--- src/rtl/nes_pad_reader.sv ---
//------------------------------------------------------------------------------
// nes_pad_reader : polls CHANNELS NES pads over a shared latch/clock pair and
//                  reports button state, press/repeat pulses and a combo reset.
// Revision: 1.0
//------------------------------------------------------------------------------
`default_nettype none

module nes_pad_reader #(
    parameter int CHANNELS     = 2,
    parameter int POLL_CYCLES  = 833333,
    parameter int HALF_BIT     = 300,
    parameter int REPEAT_EN    = 1,
    parameter int REPEAT_DELAY = 20,
    parameter int REPEAT_RATE  = 6,
    parameter int COMBO_POLLS  = 30
) (
    input  logic                  clk,
    input  logic                  reset,
    input  logic [CHANNELS-1:0]   nes_data,
    output logic                  nes_latch,
    output logic                  nes_clk,
    output logic [8*CHANNELS-1:0] buttons,
    output logic [8*CHANNELS-1:0] press,
    output logic                  frame_valid,
    output logic                  nes_reset
);

    localparam int POLL_W  = $clog2(POLL_CYCLES + 1);
    localparam int PH_W    = $clog2(2 * HALF_BIT + 1);
    localparam int HOLD_W  = $clog2(REPEAT_DELAY + 1);
    localparam int COMBO_W = $clog2(COMBO_POLLS + 1);
    localparam int WRAP_I  = (REPEAT_DELAY > REPEAT_RATE) ? (REPEAT_DELAY - REPEAT_RATE) : 0;

    localparam logic [POLL_W-1:0]  c_POLL_LAST  = POLL_W'(POLL_CYCLES - 1);
    localparam logic [PH_W-1:0]    c_LATCH_LAST = PH_W'(2 * HALF_BIT - 1);
    localparam logic [PH_W-1:0]    c_HALF_LAST  = PH_W'(HALF_BIT - 1);
    localparam logic [HOLD_W-1:0]  c_REP_DELAY  = HOLD_W'(REPEAT_DELAY);
    localparam logic [HOLD_W-1:0]  c_REP_WRAP   = HOLD_W'(WRAP_I);
    localparam logic [COMBO_W-1:0] c_COMBO      = COMBO_W'(COMBO_POLLS);

    localparam logic [2:0] c_ST_IDLE   = 3'd0;
    localparam logic [2:0] c_ST_LATCH  = 3'd1;
    localparam logic [2:0] c_ST_HI     = 3'd2;
    localparam logic [2:0] c_ST_LO     = 3'd3;
    localparam logic [2:0] c_ST_UPDATE = 3'd4;

    logic [POLL_W-1:0]             r_poll;
    logic [2:0]                    r_state;
    logic [PH_W-1:0]               r_ph;
    logic [2:0]                    r_bit;
    logic [CHANNELS-1:0][7:0]      r_shift;
    logic                          r_frame_valid;
    logic                          r_nes_reset;
    logic                          w_tick;
    logic                          w_sample;
    logic                          w_update;
    logic [CHANNELS-1:0]           w_fire;

    assign w_tick   = (r_poll == c_POLL_LAST);
    assign w_update = (r_state == c_ST_UPDATE);
    assign w_sample = ((r_state == c_ST_LATCH) && (r_ph == c_LATCH_LAST)) ||
                      ((r_state == c_ST_LO) && (r_ph == c_HALF_LAST));

    assign nes_latch   = (r_state == c_ST_LATCH);
    assign nes_clk     = (r_state == c_ST_HI);
    assign frame_valid = r_frame_valid;
    assign nes_reset   = r_nes_reset;

    always_ff @(posedge clk or posedge reset) begin
        if (reset) begin
            r_poll <= '0;
        end else begin
            r_poll <= w_tick ? '0 : r_poll + 1'b1;
        end
    end

    always_ff @(posedge clk or posedge reset) begin
        if (reset) begin
            r_state <= c_ST_IDLE;
            r_ph    <= '0;
            r_bit   <= '0;
        end else begin
            case (r_state)
                c_ST_IDLE: begin
                    r_ph <= '0;
                    if (w_tick) r_state <= c_ST_LATCH;
                end
                c_ST_LATCH: begin
                    if (r_ph == c_LATCH_LAST) begin
                        r_ph    <= '0;
                        r_state <= c_ST_HI;
                    end else begin
                        r_ph <= r_ph + 1'b1;
                    end
                end
                c_ST_HI: begin
                    if (r_ph == c_HALF_LAST) begin
                        r_ph    <= '0;
                        r_state <= c_ST_LO;
                    end else begin
                        r_ph <= r_ph + 1'b1;
                    end
                end
                c_ST_LO: begin
                    if (r_ph == c_HALF_LAST) begin
                        r_ph <= '0;
                        if (r_bit == 3'd6) begin
                            r_bit   <= '0;
                            r_state <= c_ST_UPDATE;
                        end else begin
                            r_bit   <= r_bit + 1'b1;
                            r_state <= c_ST_HI;
                        end
                    end else begin
                        r_ph <= r_ph + 1'b1;
                    end
                end
                default: begin
                    r_ph    <= '0;
                    r_state <= c_ST_IDLE;
                end
            endcase
        end
    end

    // Bits arrive LSB first, so shift in at the top; after 8 samples bit0 sits at [0].
    always_ff @(posedge clk or posedge reset) begin
        if (reset) begin
            r_shift <= '0;
        end else if (w_sample) begin
            for (int c = 0; c < CHANNELS; c++) begin
                r_shift[c] <= {nes_data[c], r_shift[c][7:1]};
            end
        end
    end

    always_ff @(posedge clk or posedge reset) begin
        if (reset) begin
            r_frame_valid <= 1'b0;
            r_nes_reset   <= 1'b0;
        end else begin
            r_frame_valid <= w_update;
            r_nes_reset   <= w_update && (|w_fire);
        end
    end

    for (genvar c = 0; c < CHANNELS; c++) begin : g_ch
        logic [7:0]         w_new;
        logic [7:0]         w_rep;
        logic               w_valid;
        logic               w_combo;
        logic [COMBO_W-1:0] w_cinc;
        logic [7:0]         r_btn;
        logic [7:0]         r_press;
        logic [COMBO_W-1:0] r_combo;
        logic               r_disarm;

        // An all-zero raw frame reads as every button pressed, which a real pad cannot produce.
        assign w_new   = ~r_shift[c];
        assign w_valid = (r_shift[c] != 8'h00);
        assign w_combo = w_new[2] && w_new[3];
        assign w_cinc  = r_combo + 1'b1;
        assign w_fire[c] = w_valid && w_combo && !r_disarm && (w_cinc == c_COMBO);

        assign buttons[8*c +: 8] = r_btn;
        assign press[8*c +: 8]   = r_press;

        for (genvar b = 0; b < 8; b++) begin : g_bit
            if ((REPEAT_EN != 0) && (b >= 4)) begin : g_rep
                logic [HOLD_W-1:0] r_hold;
                logic [HOLD_W-1:0] w_inc;

                assign w_inc    = r_hold + 1'b1;
                assign w_rep[b] = w_new[b] && (w_inc == c_REP_DELAY);

                always_ff @(posedge clk or posedge reset) begin
                    if (reset) begin
                        r_hold <= '0;
                    end else if (w_update && w_valid) begin
                        if (!w_new[b])                r_hold <= '0;
                        else if (w_inc == c_REP_DELAY) r_hold <= c_REP_WRAP;
                        else                          r_hold <= w_inc;
                    end
                end
            end else begin : g_norep
                assign w_rep[b] = 1'b0;
            end
        end

        always_ff @(posedge clk or posedge reset) begin
            if (reset) begin
                r_btn    <= '0;
                r_press  <= '0;
                r_combo  <= '0;
                r_disarm <= 1'b0;
            end else if (w_update && w_valid) begin
                r_btn   <= w_new;
                r_press <= (w_new & ~r_btn) | w_rep;
                if (!w_combo) begin
                    r_combo  <= '0;
                    r_disarm <= 1'b0;
                end else begin
                    if (r_combo != c_COMBO) r_combo <= w_cinc;
                    if (w_fire[c])          r_disarm <= 1'b1;
                end
            end else begin
                r_press <= '0;
            end
        end
    end

endmodule

`default_nettype wire
--- config.mk ---
export PLATFORM = sky130hd
export DESIGN_NAME = nes_pad_reader
export DESIGN_NICKNAME = d
export VERILOG_FILES = /design/src/rtl/nes_pad_reader.sv
export SDC_FILE = /design/constraint.sdc
export NUM_CORES = 1
export LEC_CHECK = 0
export BUFFER_PORTS_ARGS = -buffer_cell sky130_fd_sc_hd__buf_2
export CORE_MARGIN = 4
export CORE_UTILIZATION = 55
export CTS_CLUSTER_DIAMETER = 40
export DETAILED_ROUTE_END_ITERATION = 8
export GPL_ROUTABILITY_DRIVEN = 0
export PLACE_DENSITY = 0.8
export SLEW_MARGIN = 30
export SYNTH_ARGS = -nofsm -noshare
export SYNTH_HDL_FRONTEND = slang
export SYNTH_SLANG_ARGS = --single-unit
--- constraint.sdc ---
create_clock -name clk -period 5.6 [get_ports clk]
set_input_delay 0.56 -clock clk [delete_from_list [all_inputs] [get_ports clk]]
set_output_delay 0.56 -clock clk [all_outputs]
set_load 0.03 [all_outputs]
## After elaboration in Yosys (flattened, before gate mapping)

Cells that the tools add are included.

- Register bits after elaboration: 138
- Bits in latches: 0
- Bits in writable memories: 0
- Memory bits (read-only): 0
- Bits of input ports: 4
- Word-level logic and storage cells: 145
- Memories: 0

- Add/sub/neg operators: 13
- Multiply operators: 0
- Divide/modulo/power cells: 0
- $lt $le $gt $ge: 0
- Equal/unequal tests: 28
- Shifts and indexed selects: 0
- Muxes and demuxes: 37
- Bitwise operators: 8
- Reductions and logical operators: 35

Operators with widths:

| cell | number |
|---|---|
| $mux W5 | 20 |
| $add A5 B1 Y5 const B | 10 |
| $eq A5 B5 Y1 const B | 10 |
| $not A8 Y8 | 4 |
| $logic_and A1 B1 Y1 | 21 |
| $add A20 B1 Y20 const B | 1 |
| $eq A20 B20 Y1 const B | 1 |
| $mux W10 | 2 |
| $mux W20 | 1 |
| $pmux W10 S2 | 1 |
| $mux W3 | 6 |
| $and A8 B8 Y8 | 2 |
| $mux W8 | 2 |
| $or A8 B8 Y8 | 2 |
| $reduce_bool A8 Y1 | 2 |
| $pmux W3 S4 | 1 |
| $add A10 B1 Y10 const B | 1 |
| $eq A10 B10 Y1 const B | 1 |
| $eq A10 B9 Y1 const B | 1 |
| $ne A2 B1 Y1 const B | 5 |
| $ne A5 B5 Y1 const B | 2 |
| $reduce_and A2 Y1 | 5 |
| $eq A3 B2 Y1 const B | 2 |
| $eq A3 B3 Y1 const B | 2 |
| other kinds (9) | 16 |

## Longest topological paths before layout

Gate-level depths: netlist (run 1).

- Word-level depth: 7
- Mapped depth: 8

## Worst setup path after synthesis (run 1)

OpenSTA, ideal clock, no wires.

- Path kind: reg-to-reg
- Start: register r_state[0]
- End: register r_shift[0] (netlist name)
- Library setup time: 0.125 ns
- Arrival time: 2.315 ns
- Path slack: 3.160 ns
- Stages on the path, launching flop included: 6
- Clock period less this slack: 2.440 ns
- Cells stage by stage: dfrtp_1 nor3b_1 inv_1 o21ai_2 buf_2 mux2_2

- Longest elaborated chain between the ends: 3
- Elaborated cells between the ends (all ways): 5
- Those cells by class: eq/ne: 2; reduce/logical: 3

RTL lines:

| item | line | RTL |
|---|---|---|
| from (decl) | 48 | `logic [2:0] r_state;` |
| from (signal assigned) | 79 | `r_state <= c_ST_IDLE;` |
| from (signal assigned) | 86 | `if (w_tick) r_state <= c_ST_LATCH;` |
| from (signal assigned) | 91 | `r_state <= c_ST_HI;` |
| $eq A3 B1 Y1 | n/a |  |
| named net nes_latch | 20 | `output logic nes_latch,` |
| $logic_and A1 B1 Y1 | 61 | `assign w_sample = ((r_state == c_ST_LATCH) && (r_ph == c_LATCH_LAST)) \|\|` |
| $logic_or A1 B1 Y1 | 61 |  |
| to (signal, indexed assignment) | 132 | `r_shift[c] <= {nes_data[c], r_shift[c][7:1]};` |
| to (decl) | 51 | `logic [CHANNELS-1:0][7:0] r_shift;` |

The timed path passes the listed nets, and every way through them passes these cells.
A chain may end at the register's enable or synchronous reset.

## Worst setup path in the final report (run 1)

- Start: register r_shift[13] (netlist name)
- End: register g_ch[1].g_bit[4].g_rep.r_hold[3]

- Longest elaborated chain between the ends: 2

RTL lines:

| item | line | RTL |
|---|---|---|
| $reduce_bool A8 Y1 | 160 | `assign w_valid = (r_shift[c] != 8'h00);` |
| $logic_and A1 B1 Y1 | 179 | `end else if (w_update && w_valid) begin` |
| to (signal assigned) | 181 | `else if (w_inc == c_REP_DELAY) r_hold <= c_REP_WRAP;` |
| to (signal assigned) | 182 | `else r_hold <= w_inc;` |
| to (decl) | 170 | `logic [HOLD_W-1:0] r_hold;` |

No other way between the ends.

==> results of run 1 <==
path summary, 6_finish.rpt:
check                                       from                          endpoint  slack, ns  cells past startpoint
max in group asynchronous                  reset                  g_ch[1].r_btn[2]       4.12                      3
worst min-delay path                       reset                         r_poll[4]       0.26                      2
worst max register to register       r_shift[13]  g_ch[1].g_bit[4].g_rep.r_hold[3]       2.85                      5
worst max-delay path                 r_shift[13]  g_ch[1].g_bit[4].g_rep.r_hold[3]       2.85                      5
min in group clk                     nes_data[0]                        r_shift[7]       0.38                      2
worst min register to register  g_ch[0].r_btn[1]                g_ch[0].r_press[1]       0.45                      1
registers in the layout (all words and copies together) (netlist names):
| name | cells |
|---|---|
| g_ch.r_btn | 16 |
| g_ch.r_disarm | 2 |
| r_shift | 16 |
| g_ch.r_press | 16 |
| frame_valid | 1 |
| r_poll | 20 |
| g_ch.r_combo | 10 |
| r_ph | 10 |
| r_bit | 3 |
| g_ch.g_bit.g_rep.r_hold | 40 |
| nes_reset | 1 |
| r_state | 3 |
through the flow:
| stage | power (mW) | cells | worst slack, ns | hold WS, ns | instance area, um2 |
|---|---|---|---|---|---|
| after floorplan | 1.030 | 643 | 1.344 | 0.4344 | 6596 |
| after global placement | 1.037 | 798 | 3.018 | 0.4394 | 6868 |
| after detailed placement | 1.037 | 798 | 2.915 | 0.4558 | 6868 |
| after CTS | 2.195 | 830 | 2.861 | 0.2764 | 7487 |
| after global routing | 2.252 | 830 | 2.709 | 0.3067 | 7491 |
| final | 2.180 | 830 | 2.852 | 0.2578 | 7491 |
kinds of logic after synthesis:
kind of cell | after synthesis
AND/OR/NAND/NOR | 241
AO/OA/AOI/OAI | 141
flip-flops | 138
buffers and inverters | 59
XOR/XNOR | 28
multiplexers | 19
adder cells (fa/ha/maj) | 17
cells in the mapped netlist (3+ instances only):
cell / instances
sky130_fd_sc_hd__a211o_1: 4
sky130_fd_sc_hd__a21oi_1: 22
sky130_fd_sc_hd__a31oi_1: 22
sky130_fd_sc_hd__a41oi_1: 9
sky130_fd_sc_hd__and3_1: 13
sky130_fd_sc_hd__and3b_1: 3
sky130_fd_sc_hd__buf_2: 11
sky130_fd_sc_hd__clkbuf_1: 16
sky130_fd_sc_hd__dfrtp_1: 138
sky130_fd_sc_hd__ha_1: 17
sky130_fd_sc_hd__inv_1: 28
sky130_fd_sc_hd__mux2_2: 16
sky130_fd_sc_hd__mux2i_1: 3
sky130_fd_sc_hd__nand2_1: 56
sky130_fd_sc_hd__nand2b_1: 29
sky130_fd_sc_hd__nand3_1: 27
sky130_fd_sc_hd__nand4_1: 7
sky130_fd_sc_hd__nor2_1: 40
sky130_fd_sc_hd__nor2b_1: 8
sky130_fd_sc_hd__nor3_1: 14
sky130_fd_sc_hd__nor3b_1: 8
sky130_fd_sc_hd__nor4_1: 5
sky130_fd_sc_hd__nor4b_1: 7
sky130_fd_sc_hd__o21ai_0: 34
sky130_fd_sc_hd__o21bai_1: 3
sky130_fd_sc_hd__o22a_1: 8
sky130_fd_sc_hd__o22ai_1: 10
sky130_fd_sc_hd__o31ai_1: 12
sky130_fd_sc_hd__o41ai_1: 3
sky130_fd_sc_hd__or2_2: 4
sky130_fd_sc_hd__or3_1: 7
sky130_fd_sc_hd__or4_1: 5
sky130_fd_sc_hd__xnor2_1: 17
sky130_fd_sc_hd__xor2_1: 11
worst max-delay path, delay by kind of cell, from the launching register on:
kind | cells | cell delay (ns)
AND/OR/NAND/NOR | 1 | 0.64
AO/OA/AOI/OAI | 3 | 1.09
buffers and inverters | 1 | 0.44
flip-flops | 1 | 0.46
cell usage in the layout (no fill, tap or decap), drive strengths merged, types with 4 or more instances in the layout:
master	instances
dfrtp	138
nand2	56
buf	42
nor2	40
o21ai	35
nand2b	29
inv	29
nand3	27
a31oi	22
a21oi	22
clkbuf	20
xnor2	17
ha	17
mux2	16
nor3	14
and3	13
o31ai	13
xor2	11
o22ai	10
a41oi	9
o22a	8
nor2b	8
nor3b	8
or3	7
nand4	7
nor4b	7
clkinv	6
or4	5
nor4	5
or2	4
a211o	4
bufinv	4
o41ai	4
area by class of cell:
class,instances,area (um2)
fill,873,4074
sequential,138,3453
multi-input combinational,446,2908
clock buffer,20,446.7
timing repair buffer,42,217.7
tap,143,178.9
clock inverter,12,172.7
inverter,29,113.9
power by group:
| group | internal (mW) | total, mW | switching (mW) |
|---|---|---|---|
| combinational | 0.00140 | 0.0201 | 0.0186 |
| sequential | 0.998 | 0.998 | 0 |
| clock | 0.755 | 1.16 | 0.407 |
| total | 1.75 | 2.18 | 0.426 |
metal layers:
layer,vias to the layer above,track usage,share of wire
met4,0,0.07179,0.017
met5,-,0,0
met2,125,0.3197,0.50
li1,2366,-,-
met3,19,0.05286,0.044
met1,2450,0.2436,0.44
==> flow_summary.toml, run 1 <==
[clocking]
cts_num_sinks = 138
clock_tree.htree_level_count = 4
clock_tree_from_tritoncts = "built"
number_of_buffers_between_clock_root_and_the_deepest_sink = 2
postCtsHoldBufs = 0
clockRootBuffer = "sky130_fd_sc_hd__clkbuf_16"
cts_inserted_buffers = 17
worstSkewPairLatency_ns = 0.41
cts_repair_resize_count = 0
postCtsSetupRepairBufs = 0
cts.reportedPaths.clkPinSlew_ns = 0.06

[synth]
gate_count_post_synth = 643
synth-edff-count = 0
postSynthRegisterBits = 138
synthesis.area_mm2 = 0.006596
synth-seq-area-share = 0.5235
synthDominantAreaCellType = "sky130_fd_sc_hd__dfrtp_1"
synth.avg_cell_area_um2 = 10.26
synth_simple_gate_area_frac = 0.1939
synth_flop_cell = "sky130_fd_sc_hd__dfrtp_1"
synth_top_family_by_area = "simple AND/OR/NAND/NOR gates"
synthDistinctLibCells = 56
complex_gate_fraction_of_the_synthesized_area = 0.1434
synth.mux.area_fraction = 0.03187
synth_xor_area_frac = 0.03718
yosys_warnings = 0
yosys.area_share.adder = 0.03225
netlist_top_cells_area = "sky130_fd_sc_hd__dfrtp_1, sky130_fd_sc_hd__ha_1, sky130_fd_sc_hd__nand2_1, sky130_fd_sc_hd__nand2b_1, sky130_fd_sc_hd__mux2_2"
synthArstFlopShare = 1.000
synth.top_cell.area_share = 0.5235
syn-num-nets = 664

[routing]
routed_via_density = 5.976
drt_drc_violations_left = 0
vias = 4960
drt_pre_antenna_iters = 5
detail-route-antenna-nets = 0
initialDrtViolationCount = 393
routed_wire_length_mm = 12.69
wl_per_cell_um = 15.29

[cells_and_area]
flow.area_growth_from_synthesis_pct = 13.56
antennaDiodeCount = 0
final_util = 0.6477
layout.nets = 695
drive_gt1_frac = 0.1470

[sta]
max_freq_ghz = 0.3639
setup_repair_after_global_routing_missed_its_margin = "no"
max-slew-margin-rel = 0.3557
finalSetupTns_ns = 0
skew_ns = 0.006729
hold_violations = 0
report.final.slew_viol_count = 0
fin_crit_ns = 2.748
layout_worst_path_cycle_share = 0.4907
worst_pin_slew_ns = 0.9663
setup_violations = 0

[worst_setup_path]
critical_path.max_stage_delay_ns = 0.81
critical_path_arrival_ns = 3.04
setup.worst_path.class = "register to register"
critical_path.max_fanout = 29
timing.critical_path.required_ns = 5.89
path_cells = "or4_1, o41ai_4, buf_4, a21oi_1, o22a_1"
critPathLaunchType = "register"
critical_path_sink_type = "register"
critical-path-slowest-cell = "sky130_fd_sc_hd__o41ai_4"

[global_route]
grt_pass1_vias = 4777
wire_length_of_the_first_global_routing_pass_mm = 22.31
globalRouteOverflowTotal = 0
antenna_found_initial = 0
grt_usage = 0.1930
grt_start_max_net_pins = 74

[power]
vdd_ir_drop_max_uv = 185.7
leakage_nw = 3.540
powerDensity_mw_per_mm2 = 291.0

[floorplanning]
rows = 39
io_pins = 40
core-area_mm2 = 0.01156
dieWidth_um = 117.5
die_area_mm2 = 0.01381
start_util = 0.5704
height_of_the_die_um = 117.5

[min_path]
hold_path.class = "input pin to asynchronous set/reset pin"

[job]
max-cap-violations = 0

[outcome]
outcome = "finished, final reports clean"

[place]
place.detailed.hpwl_mm = 8.247
port_buffers = 39
No activity file was read; power rests on OpenSTA's default activity.
==> inputs of run 2 (changes only) <==
clock period = 2.6 ns   (was 5.6 ns; I/O delays follow)
==> run 2 against run 1 <==
  * Maximum frequency up 17%
  * Total power up 110%
  * Clock skew about the same
  * Sequential share of layout area down 0.31 points
  * Design area up 0.67%
  * Critical path depth unchanged
  * Non-clock buffer count up 4
  * Register-to-register slack worse by 2.6 ns
  * Critical path type unchanged
  * Highest routed layer unchanged
==> flow_summary.toml, run 2 (synthesis gave the netlist of run 1 again) <==
[outcome]
outcome = "finished, final reports clean"

[worst_setup_path]
critical_path.max_stage_delay_ns = 0.58
setup.worst_path.class = "register to register"
timing.critical_path.required_ns = 2.92
critical-path-slowest-cell = "sky130_fd_sc_hd__o41a_1"
critical_path_sink_type = "register"
critical_path.max_fanout = 15
cpLargestDelayFamily = "compound AO/OA/AOI/OAI gates"
critical_path_arrival_ns = 2.68
critical_path.n_buffers_inverters = 1
critPathLaunchType = "register"
path_cells = "or3b_1, inv_2, o41a_1, nand2b_1, o21ai_0"

[clocking]
postCtsHoldBufs = 0
cts.reportedPaths.clkPinSlew_ns = 0.06
cts_repair_resize_count = 0
clock_tree.htree_level_count = 4
number_of_buffers_between_clock_root_and_the_deepest_sink = 2
clockRootBuffer = "sky130_fd_sc_hd__clkbuf_16"
cts_inserted_buffers = 17
cts_num_sinks = 138
postCtsSetupRepairBufs = 0
clock_tree_from_tritoncts = "built"
worstSkewPairLatency_ns = 0.41

[routing]
vias = 5028
routed_via_density = 6.029
initialDrtViolationCount = 489
drt_drc_violations_left = 0
routed_wire_length_mm = 12.79
wl_per_cell_um = 15.34
detail-route-antenna-nets = 0
drt_pre_antenna_iters = 5

[cells_and_area]
number_of_flip_flops_under_the_largest_register_name = 40
final_util = 0.6521
mostFrequentLayoutCells = "sky130_fd_sc_hd__dfrtp_1, sky130_fd_sc_hd__nand2_1, sky130_fd_sc_hd__nor2_1, sky130_fd_sc_hd__buf_2, sky130_fd_sc_hd__o21ai_0"
layout.nets = 699
biggestRegsByFlops = "g_ch.g_bit.g_rep.r_hold: 40 flops, r_poll: 20 flops"
registers.top_by_ff_count = "g_ch.g_bit.g_rep.r_hold"
drive_gt1_frac = 0.1491
mostFrequentLayoutCell = "sky130_fd_sc_hd__dfrtp_1"
flow.area_growth_from_synthesis_pct = 14.32
antennaDiodeCount = 0

[sta]
hold_violations = 0
skew_ns = 0.006492
max_freq_ghz = 0.4241
max-slew-margin-rel = 0.3866
layout_worst_path_cycle_share = 0.9070
report.final.slew_viol_count = 0
setup_repair_after_global_routing_missed_its_margin = "no"
finalSetupTns_ns = 0
fin_crit_ns = 2.358
setup_violations = 0
worst_pin_slew_ns = 0.9200
final_critical_path_setup_slack_ns = 0.2419

[global_route]
antenna_found_initial = 0
grt_start_max_net_pins = 139
globalRouteOverflowTotal = 0
wire_length_of_the_first_global_routing_pass_mm = 22.25
grt_pass1_vias = 4873
grt_usage = 0.1922

[place]
port_buffers = 39
place.detailed.hpwl_mm = 8.322
detailedPlace.worstSlack_ns = 0.2664

[floorplanning]
start_util = 0.5704
die_area_mm2 = 0.01381
height_of_the_die_um = 117.5
dieWidth_um = 117.5
io_pins = 40
core-area_mm2 = 0.01156
rows = 39

[power]
p_seq_frac = 0.463
power.internal_mw = 3.756
report.power.total_mw = 4.638
netSwitchingPower_mw = 0.8823
vdd_ir_drop_max_uv = 452.3
pwr-share-comb = 0.010
switching_share_of_power = 0.1902
powerDensity_mw_per_mm2 = 615.1
clkPwrFrac = 0.527
leakage_nw = 3.577

[job]
max-cap-violations = 0

[min_path]
hold_path.class = "input pin to asynchronous set/reset pin"
[run 2: worst reg2reg max path: stages, from the launching register on]
cell                       delay (ns)
sky130_fd_sc_hd__dfrtp_1         0.45
sky130_fd_sc_hd__or3b_1          0.57
sky130_fd_sc_hd__inv_2           0.22
sky130_fd_sc_hd__o41a_1          0.59
sky130_fd_sc_hd__nand2b_1        0.22
sky130_fd_sc_hd__o21ai_0         0.23
[run 2: worst paths after layout]
kind                                  start                               end  slack, ns  depth (start not counted)
setup / recovery                 r_state[0]  g_ch[1].g_bit[7].g_rep.r_hold[2]       0.24                          5
hold / removal                        reset                         r_poll[5]       0.04                          3
setup reg to reg                 r_state[0]  g_ch[1].g_bit[7].g_rep.r_hold[2]       0.24                          5
hold reg to reg            g_ch[0].r_btn[2]                g_ch[0].r_press[2]       0.44                          1
max in group asynchronous             reset                           r_ph[3]       2.04                          3
min in group clk                nes_data[0]                        r_shift[7]       0.09                          2
[run 2: final cells by class]
cell class,count,area [um2]
clock buffer,24,491.7
timing repair buffer,46,285.3
clock inverter,8,115.1
multi-input combinational,446,2904
tap,143,178.9
inverter,29,112.6
fill,842,4024
sequential,138,3453
[run 2: routing by layer]
layer | track usage | vias up | part of all wire
met2 | 0.3186 | 115 | 0.49
li1 | - | 2379 | -
met5 | 0 | - | 0
met3 | 0.04998 | 26 | 0.038
met4 | 0.07985 | 0 | 0.020
met1 | 0.2408 | 2508 | 0.45
[run 2: stage by stage]
stage          hold WS (ns)  cell area [um2]  instances
3_3_place_gp         0.4372             6934        802
3_5_place_dp         0.4399             6934        802
6_report            0.03784             7541        834
2_1_floorplan        0.4117             6600        643
5_1_grt             0.08523             7541        834
4_1_cts             0.07875             7541        834
[run 2: power by group through the flow]
| stage | Clock (mW) | Sequential [mW] | Combinational, mW |
|---|---|---|---|
| floorplan | 0 | 2.19 | 0.0316 |
| global placement | 0 | 2.19 | 0.0483 |
| detailed placement | 0 | 2.19 | 0.0489 |
| CTS | 2.48 | 2.15 | 0.0487 |
| global route | 2.59 | 2.15 | 0.0547 |
| finish | 2.44 | 2.15 | 0.0455 |
